--- src/rtl/mem_subsystem_ctrl.sv ---
// Memory-subsystem controller: CPU address decode to caches/video/keyboard,
// plus a line-refill FSM that streams cache misses from backing RAM.
module mem_subsystem_ctrl #(
    parameter int unsigned LINE_WORDS = 4,
    parameter int unsigned USER_BITS  = 20,
    parameter logic [19:0] VIDEO_BASE = 20'hF0000,
    parameter int unsigned VIDEO_AW   = 11,
    parameter logic [31:0] KEY_ADDR   = 32'hFFFFFFFF
) (
    input  logic                CLK_cpu,
    input  logic                reset,
    input  logic                mem_en,
    input  logic [1:0]          store_size,
    input  logic [31:0]         mem_addr,
    input  logic [31:0]         write_data,
    output logic                dcache_read_en,
    output logic                dcache_write_en,
    output logic                video_write_enable,
    output logic [VIDEO_AW-1:0] video_write_addr,
    output logic [7:0]          video_write_data,
    input  logic [7:0]          pressed_key,
    output logic [31:0]         key_data,
    output logic                key_valid,
    output logic                clean_key_buffer,
    input  logic                icache_miss,
    input  logic                dcache_miss,
    input  logic [31:0]         icache_miss_addr,
    input  logic [31:0]         dcache_miss_addr,
    output logic                bus_req,
    output logic [31:0]         bus_addr,
    input  logic                bus_ack,
    input  logic [31:0]         bus_rdata,
    output logic                icache_fetch,
    output logic                dcache_fetch,
    output logic [31:0]         refill_addr,
    output logic [31:0]         refill_data,
    output logic                stall
);

    localparam int unsigned   CW        = (LINE_WORDS > 1) ? $clog2(LINE_WORDS) : 1;
    localparam logic [31:0]   LINE_MASK = ~(32'(LINE_WORDS * 4) - 32'd1);
    localparam logic [CW-1:0] LAST      = CW'(LINE_WORDS - 1);

    typedef enum logic [1:0] {IDLE, DREFILL, IREFILL, DRAIN} state_t;

    state_t        state;
    logic [CW-1:0] cnt;
    logic          access, is_load, user_hit, video_hit, key_hit;
    logic          vid_store, key_load;
    logic          unused_bits;

    always_comb begin
        access          = (state == IDLE) && mem_en;
        is_load         = (store_size == 2'b11);
        user_hit        = (mem_addr[31:USER_BITS] == '0);
        video_hit       = (mem_addr[31:12] == VIDEO_BASE);
        key_hit         = (mem_addr == KEY_ADDR);
        vid_store       = access && video_hit && (store_size == 2'b00);
        key_load        = access && key_hit && is_load;
        dcache_read_en  = access && user_hit && is_load;
        dcache_write_en = access && user_hit && !is_load;
        stall           = (state != IDLE) || dcache_miss || icache_miss;
        unused_bits     = ^write_data[31:8];
    end

    always_ff @(posedge CLK_cpu) begin
        if (reset) begin
            state              <= IDLE;
            cnt                <= '0;
            bus_req            <= 1'b0;
            bus_addr           <= '0;
            icache_fetch       <= 1'b0;
            dcache_fetch       <= 1'b0;
            refill_addr        <= '0;
            refill_data        <= '0;
            video_write_enable <= 1'b0;
            video_write_addr   <= '0;
            video_write_data   <= '0;
            key_data           <= '0;
            key_valid          <= 1'b0;
            clean_key_buffer   <= 1'b0;
        end else begin
            icache_fetch       <= 1'b0;
            dcache_fetch       <= 1'b0;
            video_write_enable <= vid_store;
            key_valid          <= key_load;
            clean_key_buffer   <= key_load;
            key_data           <= key_load ? {24'b0, pressed_key} : '0;
            if (vid_store) begin
                video_write_addr <= mem_addr[VIDEO_AW-1:0];
                video_write_data <= write_data[7:0];
            end

            // bus_addr doubles as the running word pointer: it starts at the
            // line base and steps by one word per ack.
            case (state)
                IDLE: begin
                    cnt <= '0;
                    if (dcache_miss) begin
                        state    <= DREFILL;
                        bus_req  <= 1'b1;
                        bus_addr <= dcache_miss_addr & LINE_MASK;
                    end else if (icache_miss) begin
                        state    <= IREFILL;
                        bus_req  <= 1'b1;
                        bus_addr <= icache_miss_addr & LINE_MASK;
                    end
                end
                DREFILL, IREFILL: begin
                    if (bus_ack) begin
                        dcache_fetch <= (state == DREFILL);
                        icache_fetch <= (state == IREFILL);
                        refill_addr  <= bus_addr;
                        refill_data  <= bus_rdata;
                        bus_addr     <= bus_addr + 32'd4;
                        cnt          <= cnt + CW'(1);
                        if (cnt == LAST) begin
                            state   <= DRAIN;
                            bus_req <= 1'b0;
                        end
                    end
                end
                DRAIN: begin
                    state    <= IDLE;
                    bus_addr <= '0;
                end
                default: state <= IDLE;
            endcase
        end
    end

endmodule

--- config.mk ---
export PLATFORM = sky130hd
export DESIGN_NAME = mem_subsystem_ctrl
export DESIGN_NICKNAME = d
export VERILOG_FILES = /design/src/rtl/mem_subsystem_ctrl.sv
export SDC_FILE = /design/constraint.sdc
export NUM_CORES = 1
export LEC_CHECK = 0
export ABC_AREA = 1
export CAP_MARGIN = 20
export CORE_MARGIN = 10
export CORE_UTILIZATION = 34
export DETAILED_ROUTE_END_ITERATION = 16
export PLACE_DENSITY_LB_ADDON = 0.12
export SYNTH_ARGS = -nofsm -noshare
export SYNTH_HDL_FRONTEND = slang
export SYNTH_SLANG_ARGS = --single-unit
--- constraint.sdc ---
create_clock -name CLK_cpu -period 1.55 [get_ports CLK_cpu]
set_clock_uncertainty 0.05 [all_clocks]
set_input_delay 0.3875 -clock CLK_cpu [delete_from_list [all_inputs] [get_ports CLK_cpu]]
set_output_delay 0.3875 -clock CLK_cpu [all_outputs]
set_load 0.005 [all_outputs]
# Yosys cells after proc, flatten, opt, wreduce, memory -nomap -nowiden
# Index checks and enable logic that the tools add are counted.
# totals
regBits,156
latch_bits,0
ram_bits,0
rom_bits,0
wordCells,69
memories,0
# classes
add_sub_neg,2
n_mul,0
div,0
n_lt_le_gt_ge,0
n_eq_ne,10
shifts,0
n_mux,16
n_bitwise,3
reduce_logical,24
# op_table
operator,count
$mux 32,3
$pmux 32 s3,1
$add 32x3->32 const B,1
$eq 32x32->1 const B,1
$eq 20x20->1 const B,1
$logic_not 12->1,1
$mux 2,5
$eq 2x2->1 const B,4
$logic_and 1x1->1,8
$pmux 2 s3,1
$reduce_and 2->1,3
$logic_not 2->1,2
$mux 1,4
$ne 2x2->1 const B,2
$pmux 2 s2,1
$reduce_and 4->1,1
$reduce_bool 2->1,2
$reduce_or 2->1,2
$ne 3x3->1 const B,1
$not 1->1,3
$reduce_and 3->1,1
$reduce_or 3->1,1
$add 2x1->2 const B,1
$eq 2x1->1 const B,1
3 further kinds,4

# Depth between registers and ports, before layout
# Gate-level depths: netlist of run 1.
# logic_depth
word_depth,6
depth_mapped,10

# Worst setup path after synthesis of run 1
# Ideal clock, no wire load.
# synth_path
kind,register -> register
start,register state[0]
end,register bus_addr[10]
t_arrival_ns,1.444
required_time_ns,1.376
path_slack_ns,-0.068
stages_incl_launch_ff,8
n_path_buf,1
cell_sequence,dfxtp_1 > inv_1 > ha_1 > nand2_1 > clkinv_1 > buf_2 > nand3_1 > a31oi_1
# synth_between
elab_chain_cells,4
elab_cells_between_ends,9
cone_classes,eq/ne (5); mux (1); reduce/logical (3)
# synth_lines
item,line_no,text
from (decl),46,state_t state;
from (signal assigned),68,state <= IDLE;
from (signal assigned),100,state <= DREFILL;
from (signal assigned),104,state <= IREFILL;
$eq 2x1->1 or $eq 2x2->1 (tied branches),96,case (state)
$reduce_or 2->1,96,
$ne 2x2->1 (no source line),n/a,
$reduce_and 2->1 (no source line),n/a,
to (signal assigned),102,bus_addr <= dcache_miss_addr & LINE_MASK;
to (signal assigned),106,bus_addr <= icache_miss_addr & LINE_MASK;
to (signal assigned),115,bus_addr <= bus_addr + 32'd4;
to (decl),30,"output logic [31:0] bus_addr,"
# Several ways; a longest one is shown, not always the timed one.
# A chain may end at the register's enable or synchronous reset.

# Worst setup path after layout of run 1
# layout_path
start,input port mem_en
end,output port dcache_write_en
# layout_between
elab_chain_cells,3
# layout_lines
item,line_no,text
from (decl),12,"input logic mem_en,"
$logic_and 1x1->1,53,access = (state == IDLE) && mem_en;
$logic_and 1x1->1 (2 in a row),61,dcache_write_en = access && user_hit && !is_load;
to (decl),17,"output logic dcache_write_en,"
# No other way between the ends.

==> key figures, run 1 <==
Placement
  • Setup slack at placement: -0.881 ns
  • IO Port Bufs: 271
  • DPL Wire Length: 19,000 um
  • Gp weighted congestion: 0.926

Floorplanning
  • Die width: 156 um
  • Core box area: 0.0180 sq mm
  • Io pins: 332
  • Die Height: 156 um
  • Die ar.: 0.0242 sq mm
  • Starting Density: 0.347
  • Number of cell rows: 49

Synthesis
  • Post-synth cell types: 36
  • Most common cell in the netlist: nor2_1
  • Post-synthesis cell area: 0.00626 sq mm
  • Post-Syn Instances: 908
  • Post-synth ARST share: 0
  • Yosys warnings: 0
  • Register area share after synthesis: 0.409
  • Synth Area per Inst: 6.89 sq um
  • Top-area cell type share of the netlist area: 0.409
  • Synth cell count leaders: nor2_1 (199), nand2_1 (151), dfxtp_1 (128)
  • Number of synthesized flops with an enable pin: 0
  • Area leader, netlist: dfxtp_1
  • Ys flop type: dfxtp_1
  • Yosys reg bits: 128
  • Largest cells by area after synthesis: dfxtp_1 (41%), nor2_1 (12%), nand2_1 (9.1%)

Final layout
  • Synth-to-layout area growth: 80.1%
  • Final net count: 1,469
  • Antenna diode count: 0
  • Share of post-route cells with drive strength above 1: 0.258

Status
  • Failing checks: setup timing
  • Status: finished, violations left

Route
  • TritonRoute pass-1 iters: 7
  • First-iteration detailed-routing DRC count: 431
  • Post-Route WL: 27,200 um
  • DR WL/cell: 17.8 um
  • Via count: 7,277
  • Post-DR vias/cell: 4.76
  • Post-DRT Antenna Nets: 0
  • Post-route DRC: 0

Critical path
  • Critical Path AT: 1.49 ns
  • Critical Path RT: 1.11 ns
  • Crit end category: output port
  • CP Class: input pin to output port
  • Crit path max fanout: 2
  • Setup crit start kind: input pin

Pwr
  • Max IR drop VDD: 1.04 mV
  • Static leakage: 5.17 nW
  • Power Density: 1590 mW/mm^2

STA
  • RSZ-0062 raised after global routing: yes
  • Worst setup margin: -0.373 ns
  • Final Hold Viols: 0
  • Final setup fails: 65
  • Max-slew violations: 0
  • Fin crit share: 1.24
  • Fmax: 0.520 GHz
  • Fin Hold WS: 0.410 ns
  • Tmin final: 1.92 ns

Global route
  • Antenna violations before repair: 0
  • Tot GR Track Use: 0.199
  • Total gr overflow: 0
  • Vias in the first global route: 6,873
  • Largest net degree at the start of global routing: 40
  • First-pass GRT wire length: 38,500 um

Clock tree
  • TritonCTS Buffers: 17
  • Clock Tree Root: clkbuf_16
  • Clock slew at reported path FFs: 0.06 ns
  • Clock buffer depth: 2
  • H-tree depth: 4
  • CTS tree: built
  • Clock Latency Late Sink: 0.42 ns
  • Clk sinks: 128

Job
  • Maxcap violations: 0

Hold path
  • Hold Crit Class: flip-flop to flip-flop
-- metal layers --
metal | up-vias | wire length (um) | global-route usage
met4 | 0 | 453 | 0.0548
li1 | 3658 | - | -
met1 | 3359 | 11800 | 0.246
met3 | 26 | 1980 | 0.0703
met2 | 234 | 12900 | 0.321
met5 | - | 0 | 0
-- layout make-up --
type	instances	area, sq um
flip-flops and latches	128	2620
clock buffers	17	425
multi-input cells	665	3570
fillers	1683	6750
inverters	71	294
well taps	229	287
repair buffers	402	3930
clock inverters	14	131
repair inverters	2	20.0
-- cell families after synthesis --
kind of cell / count (synthesis) / share of synthesized area
AND/OR/NAND/NOR: 448 / 0.305
AO/OA/AOI/OAI: 183 / 0.163
buffers and inverters: 142 / 0.110
flip-flops: 128 / 0.409
adder cells (fa/ha/maj): 6 / 0.0120
other: 1 / 0.000599
-- worst max-delay path, stage by stage --
cell	delay (ns)
clkdlybuf4s50_1	0.58
nand4_1	0.15
buf_4	0.16
a21oi_2	0.08
buf_2	0.12
-- worst paths after layout --
check,slack (ns),to,depth (start not counted),from
min,0.41,bus_req$_SDFFE_PP0P_,2,bus_req$_SDFFE_PP0P_
min reg2reg,0.41,bus_req$_SDFFE_PP0P_,2,bus_req$_SDFFE_PP0P_
max reg2reg,-0.23,video_write_data[6]$_SDFFE_PP0P_,11,state[0]$_SDFFE_PP0P_
max,-0.37,dcache_write_en,5,mem_en
-- per-stage QoR --
stage	utilization	setup TNS, ns	instance area (sq um)	std cells	total power, mW
floorplan	-	0	6370	935	8.12
finish	0.625	-9.59	11300	1528	18.0
global route	0.625	-13.53	11300	1528	19.1
global placement	0.543	-36.01	9790	1458	12.5
detailed placement	0.543	-38.22	9790	1458	12.5
CTS	0.587	-1.68	10600	1503	16.7
-- layout by cell type, fill, tap and decap left out, types with 8 or more instances in the layout --
master	Yosys	layout
a21oi_1	51	42
a21oi_2	1	10
a22o_1	18	17
buf_12	0	15
buf_4	33	85
buf_6	2	21
clkbuf_16	0	25
clkdlybuf4s50_1	0	131
conb_1	1	28
dfxtp_1	128	104
dfxtp_2	0	15
dfxtp_4	0	9
dlygate4sd2_1	0	121
inv_1	69	62
nand2_1	151	128
nand2_2	5	18
nand2_4	1	10
nand3_1	47	44
nand4_1	8	8
nor2_1	199	179
nor2_2	15	30
nor2_4	6	11
o21ai_0	95	59
o21ai_1	1	15
o21ai_2	0	19
-- timing repair --
| action | in CTS | in global routing |
|---|---|---|
| hold buffers | 0 | 0 |
| resized for setup | 279 | 128 |
| pin swaps | 26 | 54 |
| endpoints found under the hold margin | 0 | 0 |
| buffers inserted | 10 | 13 |
| cloned | 5 | 14 |
| setup endpoints to repair | 165 | 93 |
-- state kept, by name, summed over array words and instances (netlist names), 2 cells and up --
register          flops
video_write_addr     11
refill_data          32
video_write_data      8
bus_addr             30
key_data              8
state                 2
refill_addr          30
cnt                   2
-- power by group --
| group | leakage (nW) | internal (mW) | switching (mW) | total [mW] |
|---|---|---|---|---|
| clock | 0.263 | 2.21 | 1.61 | 3.82 |
| combinational | 3.85 | 4.51 | 4.56 | 9.07 |
| sequential | 1.06 | 4.36 | 0.725 | 5.09 |
| total | 5.17 | 11.1 | 6.89 | 18.0 |
(Power assumes the default switching activity.)
==> run 2, diff against run 1 <==
Settings changed: CORE_MARGIN 10 to 3, REMOVE_ABC_BUFFERS set to 1.
==> run 2 against run 1 <==
  * The run still ends with setup timing left
  * Non-clock buffer count fell by 26
  * Largest cell class unchanged
  * Global-route usage rose by 2.8 points
  * Utilization is 1.9 points higher
  * Critical path type is now flip-flop to output port
==> key figures, run 2 (synthesis results as in run 1) <==
Status
  • Status: finished, violations left
  • Failing checks: setup timing

STA
  • Final Hold Viols: 0
  • Tmin final: 1.92 ns
  • Max-slew violations: 0
  • Worst setup margin: -0.367 ns
  • Fmax: 0.522 GHz
  • Final setup fails: 66
  • Fin crit share: 1.24
  • RSZ-0062 raised after global routing: yes

Critical path
  • Crit path max fanout: 2
  • Family with the most delay on the worst path: buffers and inverters
  • Setup crit start kind: flip-flop
  • R2r worst-path depth: 12
  • R2r endpoint: video_write_data[4]$_SDFFE_PP0P_
  • CP Class: flip-flop to output port
  • Worst Setup SP: state[1]$_SDFFE_PP0P_
  • Crit end category: output port
  • Buf/Inv on CP: 3
  • R2R Setup Slk: -0.25 ns
  • Critical-path cell list: inv_2 > ha_4 > nand4_1 > buf_4 > a21oi_2 > buf_2
  • Critical Path AT: 1.48 ns
  • Slowest cell on the critical path: dfxtp_2
  • R2R Path Start: state[1]$_SDFFE_PP0P_
  • CP peak stage delay: 0.32 ns
  • Critical Path RT: 1.11 ns

Route
  • TritonRoute pass-1 iters: 5
  • DR WL/cell: 16.7 um
  • Post-DRT Antenna Nets: 0
  • Post-Route WL: 25,000 um
  • Via count: 7,266
  • Post-DR vias/cell: 4.85
  • Post-route DRC: 0
  • First-iteration detailed-routing DRC count: 270

Final layout
  • Commonest non-fill, non-tap cells in the layout: nor2_1 (174), clkdlybuf4s50_1 (130), nand2_1 (123)
  • Regs by FF count: refill_data x32, bus_addr x30, refill_addr x30
  • Finished Core Util: 0.644
  • Max FFs per register: 32
  • Fin area: 0.0114 sq mm
  • Final net count: 1,441
  • Share of post-route cells with drive strength above 1: 0.264
  • Antenna diode count: 0
  • Most common cell after layout, fill and taps aside: nor2_1
  • Top reg by flops: refill_data
  • Synth-to-layout area growth: 81.7%
  • Fill count: 1,581

Clock tree
  • TritonCTS Buffers: 17
  • CTS tree: built
  • H-tree depth: 4
  • Clk sinks: 128
  • Clock slew at reported path FFs: 0.06 ns
  • Clock Latency Late Sink: 0.42 ns
  • Clock Tree Root: clkbuf_16
  • Clock buffer depth: 2

Placement
  • Setup slack at placement: -0.897 ns
  • Gp weighted congestion: 0.915
  • Dpl cell area: 0.00960 sq mm
  • DPL Wire Length: 16,700 um
  • IO Port Bufs: 271

Pwr
  • Switching Share: 0.367
  • Net Sw Power: 6.70 mW
  • P_int: 11.5 mW
  • Combinational Power Share: 0.494
  • Reg power frac: 0.284
  • Clock power frac: 0.222
  • Power Density: 1600 mW/mm^2
  • Max IR drop VDD: 0.873 mV
  • Static leakage: 5.10 nW

Floorplanning
  • Starting Density: 0.355
  • Core box area: 0.0177 sq mm
  • Io pins: 332
  • Die Height: 142 um
  • Die ar.: 0.0201 sq mm
  • Die width: 142 um
  • Number of cell rows: 48

Job
  • Maxcap violations: 0

Global route
  • GRT met2 Usage: 0.368
  • Antenna violations before repair: 0
  • First-pass GRT wire length: 36,300 um
  • Met3 Use GR: 0.0465
  • Largest net degree at the start of global routing: 55
  • Total gr overflow: 0
  • Tot GR Track Use: 0.227
  • Most Crowded Layer GR: met2
  • Vias in the first global route: 6,791
  • Met1 Use GR: 0.302

Hold path
  • Hold Crit Class: flip-flop to flip-flop
  • Worst Min Path Start: bus_req$_SDFFE_PP0P_
  • Depth of the worst hold-timing path: 2
  • Hold EP: bus_req$_SDFFE_PP0P_
-- run 2: metrics by stage --
stage | std cells | setup TNS (ns) | total power, mW | hold slack, ns
6_report | 1497 | -12.73 | 18.2 | 0.423
5_1_grt | 1497 | -18.38 | 19.3 | 0.429
4_1_cts | 1483 | -3.64 | 16.8 | 0.406
3_5_place_dp | 1429 | -34.14 | 12.3 | 0.389
3_3_place_gp | 1429 | -32.65 | 12.2 | 0.383
2_1_floorplan | 864 | -129.26 | 7.82 | 0.381
-- run 2: power groups by stage --
stage	registers [mW]	logic (mW)	clock network, mW
after floorplan	5.09	2.73	0
after global placement	5.09	7.15	0
after detailed placement	5.12	7.18	0
after CTS	5.10	7.57	4.09
after global routing	5.32	9.73	4.25
final	5.18	9.01	4.04
-- run 2: cell type report --
type	instances	area, sq um	share of cell area
Multi-Input combinational cell	665	3680	0.323
Timing Repair Buffer	376	3890	0.342
Tap cell	225	282	0.0247
Clock inverter	9	106	0.00935
Inverter	71	297	0.0261
Sequential cell	128	2630	0.231
Clock buffer	23	488	0.0429
-- run 2: tightest hold or removal path, cell delays in order, from the launching register on --
cell and delay, ns:
dfxtp_1 0.31, inv_1 0.07, a21oi_2 0.05
-- run 2: worst max path at each step --
| stage | endpoint | slack (ns) | depth (start not counted) |
|---|---|---|---|
| 3_3_place_gp | dcache_write_en | -0.86 | 6 |
| 3_5_place_dp | dcache_write_en | -0.90 | 7 |
| 6_report | dcache_write_en | -0.37 | 6 |
| 5_1_grt | dcache_write_en | -0.46 | 6 |
| 4_1_cts | dcache_write_en | -0.34 | 6 |
| 2_1_floorplan | bus_addr[31]$_SDFFE_PP0P_ | -1.43 | 7 |
-- run 2: what timing repair did --
action,CTS,global route
buffers inserted,15,14
hold endpoints to repair,0,0
pin swaps,30,56
setup endpoints to repair,247,116
resized for setup,320,160
hold buffers,0,0
cloned,11,5
-- run 2: per-layer routing --
| layer | share of wire | wire (um) |
|---|---|---|
| met5 | 0 | 0 |
| met4 | 0.027 | 673 |
| met3 | 0.062 | 1560 |
| met2 | 0.48 | 11900 |
| met1 | 0.43 | 10800 |
==> run 3, diff against run 2 <==
Settings changed: CORE_UTILIZATION 34 to 36.
==> run 3 against run 2 <==
  * The flow still finishes with violations (setup timing)
  * Sequential power rose by 3%
  * Combinational power is 5.2% higher
  * Critical path depth fell by 1
  * First-iteration DRC count increased by 79%
  * Critical endpoint unchanged
==> key figures, run 3 (synthesis results as in run 1) <==
Pwr
  • Power Density: 1650 mW/mm^2
  • Pwr Total: 18.9 mW
  • Max IR drop VDD: 1.16 mV
  • Static leakage: 5.27 nW

Final layout
  • Final net count: 1,450
  • Fin area: 0.0115 sq mm
  • Most common cell after layout, fill and taps aside: nor2_1
  • Top reg by flops: refill_data
  • Fin cells: 1,501
  • Regs by FF count: refill_data x32, bus_addr x30, refill_addr x30
  • Commonest non-fill, non-tap cells in the layout: nor2_1 (178), nand2_1 (147), clkdlybuf4s50_1 (127)
  • Synth-to-layout area growth: 83.8%
  • Share of post-route cells with drive strength above 1: 0.261
  • Fill count: 1,425
  • Multi-input logic area: 0.00366 sq mm
  • Antenna diode count: 0
  • Max FFs per register: 32
  • Finished Core Util: 0.684
  • Seq. cell area: 0.00264 sq mm

Floorplanning
  • Io pins: 332
  • Die ar.: 0.0190 sq mm
  • Core box area: 0.0168 sq mm
  • Starting Density: 0.372
  • Number of cell rows: 47
  • Die Height: 138 um
  • Die width: 138 um

STA
  • Tmin final: 1.79 ns
  • Final setup fails: 59
  • Worst setup margin: -0.239 ns
  • Fin crit share: 1.15
  • Fmax: 0.559 GHz
  • Final Hold Viols: 0
  • RSZ-0062 raised after global routing: yes
  • Max-slew violations: 0

Critical path
  • R2r worst-path depth: 12
  • R2r endpoint: bus_addr[11]$_SDFFE_PP0P_
  • R2R Path Start: state[1]$_SDFFE_PP0P_
  • Setup crit start kind: flip-flop
  • Critical Path AT: 1.35 ns
  • R2R Setup Slk: -0.14 ns
  • Worst Setup SP: state[1]$_SDFFE_PP0P_
  • Crit end category: output port
  • CP Class: flip-flop to output port
  • Crit path to: dcache_write_en
  • Critical Path RT: 1.11 ns
  • Crit path max fanout: 3

Placement
  • Placed cells: 1,431
  • DPL Wire Length: 16,200 um
  • IO Port Bufs: 271
  • Dpl cell area: 0.00972 sq mm
  • Gp weighted congestion: 0.904

Global route
  • First-pass GRT wire length: 33,800 um
  • Tot GR Track Use: 0.225
  • Vias in the first global route: 6,512
  • Antenna violations before repair: 0
  • Total gr overflow: 0
  • Largest net degree at the start of global routing: 40

Route
  • DR WL/cell: 16.5 um
  • First-iteration detailed-routing DRC count: 482
  • Via count: 7,387
  • TritonRoute pass-1 iters: 5
  • Post-DR vias/cell: 4.92
  • Post-route DRC: 0
  • Post-Route WL: 24,800 um
  • Post-DRT Antenna Nets: 0

Status
  • Failing checks: setup timing
  • Status: finished, violations left

Clock tree
  • Clock Latency Late Sink: 0.42 ns
  • Clk sinks: 128
  • TritonCTS Buffers: 17
  • Clock slew at reported path FFs: 0.06 ns
  • Clock Tree Root: clkbuf_16
  • Clock buffer depth: 2
  • CTS tree: built
  • H-tree depth: 4

Hold path
  • Hold Crit Class: flip-flop to flip-flop

Job
  • Maxcap violations: 0
==> run 3: cell count changes in the layout (fill, tap and decap cells not counted), sizes merged, moves of 2 or more <==
cell,delta
dlygate4sd2,+3
dlymetal6s2s,+4
inv,+2
clkdlybuf4s50,-3
==> run 3: layout make-up <==
cell class                      instances  share of cell area
Clock inverter                         12              0.0137
Timing Repair Buffer                  385               0.351
Multi-Input combinational cell        665               0.318
Clock buffer                           20              0.0388
Sequential cell                       128               0.230
Inverter                               71              0.0250
Tap cell                              220              0.0239
==> run 3: power breakdown <==
group | switching [mW] | internal, mW
logic | 4.51 | 4.98
registers | 0.901 | 4.42
clock network | 1.56 | 2.58
==> run 3: worst min path at each step <==
| stage | start | endpoint | slack [ns] | cells after the start |
|---|---|---|---|---|
| floorplan | cnt[0]$_SDFFE_PP0P_ | cnt[0]$_SDFFE_PP0P_ | 0.38 | 1 |
| global placement | bus_req$_SDFFE_PP0P_ | bus_req$_SDFFE_PP0P_ | 0.39 | 2 |
| detailed placement | bus_req$_SDFFE_PP0P_ | bus_req$_SDFFE_PP0P_ | 0.39 | 2 |
| CTS | bus_req$_SDFFE_PP0P_ | bus_req$_SDFFE_PP0P_ | 0.41 | 2 |
| global route | bus_req$_SDFFE_PP0P_ | bus_req$_SDFFE_PP0P_ | 0.44 | 2 |
| finish | cnt[0]$_SDFFE_PP0P_ | cnt[0]$_SDFFE_PP0P_ | 0.41 | 1 |
==> run 3: metal layers <==
| layer | share of wire | global-route usage | up-vias | routed length [um] |
|---|---|---|---|---|
| met1 | 0.42 | 0.288 | 3427 | 10300 |
| li1 | - | - | 3623 | - |
| met4 | 0.023 | 0.0796 | 0 | 558 |
| met2 | 0.49 | 0.373 | 295 | 12100 |
| met3 | 0.073 | 0.0530 | 42 | 1810 |
| met5 | 0 | 0 | - | 0 |
==> run 3: repair_timing <==
item | in CTS | in global routing
setup buffers | 8 | 11
endpoints found under the setup margin | 252 | 92
gates cloned | 5 | 16
hold buffers | 0 | 0
pin swaps | 17 | 35
gates resized for setup | 287 | 190
==> run 3: worst max-delay path, stage by stage, from the launching register on <==
cell and delay, ns:
dfxtp_2 0.32, inv_2 0.08, ha_4 0.16, nand4_1 0.12
a21oi_1 0.13, buf_2 0.13
==> run 3: per-stage QoR <==
step,worst slack [ns],setup TNS (ns),hold WS [ns]
after floorplan,-1.43,-129.26,0.381
after global placement,-0.847,-35.71,0.393
after detailed placement,-0.865,-36.92,0.388
after CTS,-0.214,-1.43,0.412
after global routing,-0.267,-9.34,0.436
final,-0.239,-3.56,0.410
==> edit 1: new RTL, flow settings as in run 1 <==
Re-encode `state_t` (4 states) as one-hot, 4 bits wide.
--- a/src/rtl/mem_subsystem_ctrl.sv
+++ b/src/rtl/mem_subsystem_ctrl.sv
@@ -43,3 +43,3 @@
 
-    typedef enum logic [1:0] {IDLE, DREFILL, IREFILL, DRAIN} state_t;
+    typedef enum logic [3:0] {IDLE = 4'b0001, DREFILL = 4'b0010, IREFILL = 4'b0100, DRAIN = 4'b1000} state_t;
 
Behaviour: same outputs for any inputs over 4 cycles, from zero or initial values and one cycle with reset high; so few cycles prove little.
==> edit 1 against run 1 <==
  * The run still ends with negative setup slack left
  * Hold slack better by 0.018 ns
  * Routed wire length up 4.2%
  * Clock power up 5%
  * Count of clock-buffer cells in the layout unchanged
  * Via count up 7.3%
  * Cell area up 6.3%
  * Total power down 9.5%
  * Register-to-register slack worse by 0.14 ns
  * Setup slack worse by 0.047 ns
  * Sequential cell count up 2
  * Synthesized area up 5.2%
  * Largest power group unchanged
  * Highest routed layer is now met5
==> edit 1: results (changes against run 1) <==
\begin{tabular}{lr}
\hline
Metric & Value \\
\hline
\multicolumn{2}{l}{\textbf{Placed design}} \\
Final HPWL DP & 19500 um (+2.6\%) \\
Placed insts & 1584 (+8.6\%) \\
Routability Congestion & 0.898 (-2.9\%) \\
\multicolumn{2}{l}{\textbf{Timing}} \\
Hold WS & 0.429 ns (+0.0182 ns) \\
Setup violations, final & 122 (+88\%) \\
Worst Slack Setup Final & -0.420 ns (-0.0471 ns) \\
\multicolumn{2}{l}{\textbf{Power}} \\
Sum of internal, switching and leakage power & 16.3 mW (-9.5\%) \\
Switching power share of the total & 37.0\% (-1.4 points) \\
Part of the power in combinational logic & 47.8\% (-2.6 points) \\
Sequential Power Share & 27.6\% (-0.7 points) \\
Lkg Pwr & 5.71 nW (+11\%) \\
\multicolumn{2}{l}{\textbf{Run status}} \\
Status & finished, violations left \\
Violated checks & negative setup slack \\
\multicolumn{2}{l}{\textbf{Logic synthesis}} \\
Leading post-synthesis cells by cell area & dfxtp\_1, nand2\_1, nor2\_1 \\
Proportion of synthesized chip area in sequential cells & 39.5\% (-1.4 points) \\
Most frequent cells after synthesis & nand2\_1, nor2\_1, dfxtp\_1 \\
\multicolumn{2}{l}{\textbf{Min path}} \\
Worst Hold Launch & cnt[1]\$\_SDFFE\_PP0P\_ \\
\multicolumn{2}{l}{\textbf{Worst setup path}} \\
Worst setup path start & mem\_addr[26] \\
R2r endpoint & bus\_addr[20]\$\_SDFFE\_PP0P\_ \\
Worst reg2reg setup slack & -0.37 ns (-0.14 ns) \\
Path depth of the worst reg2reg path & 15 (+4) \\
\multicolumn{2}{l}{\textbf{Detailed routing}} \\
Routed vias & 7809 (+7.3\%) \\
Total Routed Length & 28300 um (+4.2\%) \\
DR WL/cell & 17.0 um (-4.7\%) \\
\multicolumn{2}{l}{\textbf{GRT}} \\
Antenna violations before repair & 1 (+1) \\
Global-route wire length before repair & 43900 um (+14\%) \\
Total GRT Usage & 21.6\% (+1.7 points) \\
\multicolumn{2}{l}{\textbf{Final layout}} \\
Share of post-route cells with drive strength above 1 & 24.8\% (-0.97 points) \\
Final-layout fill cell count & 1758 (+4.5\%) \\
\hline
\end{tabular}
edit 1: worst max path at each step:
stage / endpoint / cells past startpoint / slack [ns]
finish: dcache_write_en / 7 / -0.42
global route: dcache_write_en / 8 / -0.52
CTS: dcache_read_en / 9 / -0.51
detailed placement: dcache_read_en / 7 / -1.01
global placement: dcache_write_en / 7 / -0.99
floorplan: dcache_write_en / 6 / -0.02
edit 1: repair_timing:
| action | CTS | global route |
|---|---|---|
| gates resized for setup | 423 | 26 |
| buffers inserted | 33 | 5 |
| pin swaps | 51 | 14 |
| endpoints found under the setup margin | 247 | 141 |
| cloned | 18 | 0 |
edit 1: critical path, stage by stage:
cell,delay (ns)
clkdlybuf4s50_1,0.42
nor2_1,0.09
nand2_1,0.10
nor3_4,0.25
nand2_4,0.07
a21oi_2,0.09
buf_2,0.12
edit 1: cell families after synthesis:
| logic type | after synthesis | share of synthesized area (%) |
|---|---|---|
| adder cells (fa/ha/maj) | 2 | 0.380 |
| AO/OA/AOI/OAI | 129 | 10.1 |
| multiplexers | 13 | 1.98 |
| buffers and inverters | 142 | 10.4 |
| flip-flops | 130 | 39.5 |
| other | 1 | 0.0569 |
| AND/OR/NAND/NOR | 598 | 37.6 |
edit 1: metal layers:
layer,routed length [um],GRT usage [%]
met1,11200,23.8
met2,14000,36.8
met3,2300,8.26
met4,790,8.30
met5,20,0
edit 1: final cells by class:
type | instances | area, um^2 | area share (%)
clock buffer | 17 | 425 | 3.55
clock inverter | 15 | 158 | 1.32
inverter | 69 | 277 | 2.31
multi-input combinational | 771 | 3890 | 32.4
sequential | 130 | 2650 | 22.1
tap | 260 | 325 | 2.71
timing repair buffer | 408 | 4260 | 35.6
==> edit 2: new RTL, config.mk and constraints of run 1 <==
Without the edit above. Change the parameter `USER_BITS` from 20 to 30.
--- a/src/rtl/mem_subsystem_ctrl.sv
+++ b/src/rtl/mem_subsystem_ctrl.sv
@@ -4,3 +4,3 @@
     parameter int unsigned LINE_WORDS = 4,
-    parameter int unsigned USER_BITS  = 20,
+    parameter int unsigned USER_BITS  = 30,
     parameter logic [19:0] VIDEO_BASE = 20'hF0000,
Formal check against the unedited RTL: not equivalent (Yosys sat finds a counterexample within 4 cycles, from zero or initial values and one cycle with reset high).
==> edit 2 against run 1 <==
  * The flow still finishes with violations (negative setup slack)
  * Routed wire length shrank 6.2%
  * Cell area grew 1.4%
  * Sequential share of layout area shrank 0.29 points
  * Synthesized area shrank 1.5%
  * Synthesized cell count is the same
  * Setup slack lost 0.11 ns
  * Via count is essentially flat
  * Critical path depth grew 1
  * Sequential cell count is the same
  * First-iteration DRC count grew 13%
  * Total power is essentially flat
  * Critical path type is now flip-flop to primary output
  * Critical endpoint unchanged
==> edit 2: results (changes against run 1) <==
\begin{tabular}{lr}
\hline
Metric & Value \\
\hline
\multicolumn{2}{l}{\textbf{Logic synthesis}} \\
Leading post-synthesis cells by cell area & dfxtp\_1, nor2\_1, nand2\_1 \\
Post-Syn Area per Cell & 6.79 um\^{}2 (-1.5\%) \\
Most frequent cells after synthesis & nor2\_1, nand2\_1, dfxtp\_1 \\
Proportion of synthesized chip area in sequential cells & 41.6\% (+0.63 points) \\
Count of unique library cells instantiated by Yosys & 30 (-17\%) \\
\multicolumn{2}{l}{\textbf{Final layout}} \\
Final-layout fill cell count & 1612 (-4.2\%) \\
Net count of the finished layout & 1476 (+0.48\%) \\
Share of post-route cells with drive strength above 1 & 25.4\% (-0.39 points) \\
\multicolumn{2}{l}{\textbf{GRT}} \\
Met3 track demand over resource & 6.38\% (-0.65 points) \\
Pin count of the biggest net entering global routing & 44 (+10\%) \\
Global-route wire length before repair & 39200 um (+1.8\%) \\
Total GRT Usage & 20.3\% (+0.34 points) \\
Met2 track demand over resource & 34.1\% (+1.9 points) \\
\multicolumn{2}{l}{\textbf{Power}} \\
Power drawn by the sequential cells & 5.07 mW (about the same) \\
Lkg Pwr & 5.22 nW (+1.0\%) \\
Switching power & 6.66 mW (-3.4\%) \\
\multicolumn{2}{l}{\textbf{Worst setup path}} \\
Worst reg2reg setup slack & -0.29 ns (-0.06 ns) \\
Critical-path top delay cell & or3\_4 \\
R2r endpoint & bus\_addr[6]\$\_SDFFE\_PP0P\_ \\
Largest delay share family, worst path & simple AND/OR/NAND/NOR gates \\
Worst setup path start & state[0]\$\_SDFFE\_PP0P\_ \\
Largest incremental delay on the critical path & 0.34 ns (-0.24 ns) \\
\multicolumn{2}{l}{\textbf{Run status}} \\
Status & finished, violations left \\
Violated checks & negative setup slack \\
\multicolumn{2}{l}{\textbf{Detailed routing}} \\
Routed vias/inst & 4.73 (-0.60\%) \\
Met3 Routed Length & 1690 um (-15\%) \\
Detailed-routing wirelength on met1 & 10800 um (-8.9\%) \\
DR WL/cell & 16.6 um (-6.7\%) \\
Count of TritonRoute iterations in the first routing pass & 5 (-2) \\
Routed vias & 7271 (-0.082\%) \\
\multicolumn{2}{l}{\textbf{Timing}} \\
Hold WS & 0.392 ns (-0.0182 ns) \\
Worst Slack Setup Final & -0.486 ns (-0.113 ns) \\
Setup violations, final & 56 (-14\%) \\
\multicolumn{2}{l}{\textbf{Clock tree}} \\
Postcts setup bufs & 20 (+10) \\
\multicolumn{2}{l}{\textbf{Placed design}} \\
Worst setup slack after placement & -0.750 ns (+0.131 ns) \\
Routability Congestion & 0.903 (-2.5\%) \\
\hline
\end{tabular}
[edit 2: cell count changes in the layout (fill, tap and decap cells not counted), sizes merged, moves of 2 or more]
cell / delta
a21oi: +3
buf: +21
clkbuf: -12
clkdlybuf4s15: -3
clkdlybuf4s50: +12
clkinv: -4
dlygate4sd2: -9
inv: +5
nand2: -2
nor2: -3
o21ai: +2
[edit 2: cell type report]
cell class	count	area (um^2)	share of cell area [%]
multi-input cells	662	3480	30.5
clock inverters	15	171	1.50
flip-flops and latches	128	2620	22.9
clock buffers	17	425	3.72
repair buffers	412	4140	36.2
well taps	229	287	2.51
inverters	73	307	2.68
[edit 2: logic make-up (layout without fill, tap and decap cells)]
group                    count (synthesis)  in the layout  share of synthesized area, %
buffers and inverters                  145            517                          11.1
flip-flops                             128            128                          41.6
AND/OR/NAND/NOR                        442            442                          29.3
AO/OA/AOI/OAI                          186            186                          16.7
other                                    1             28                        0.0608
adder cells (fa/ha/maj)                  6              6                          1.22
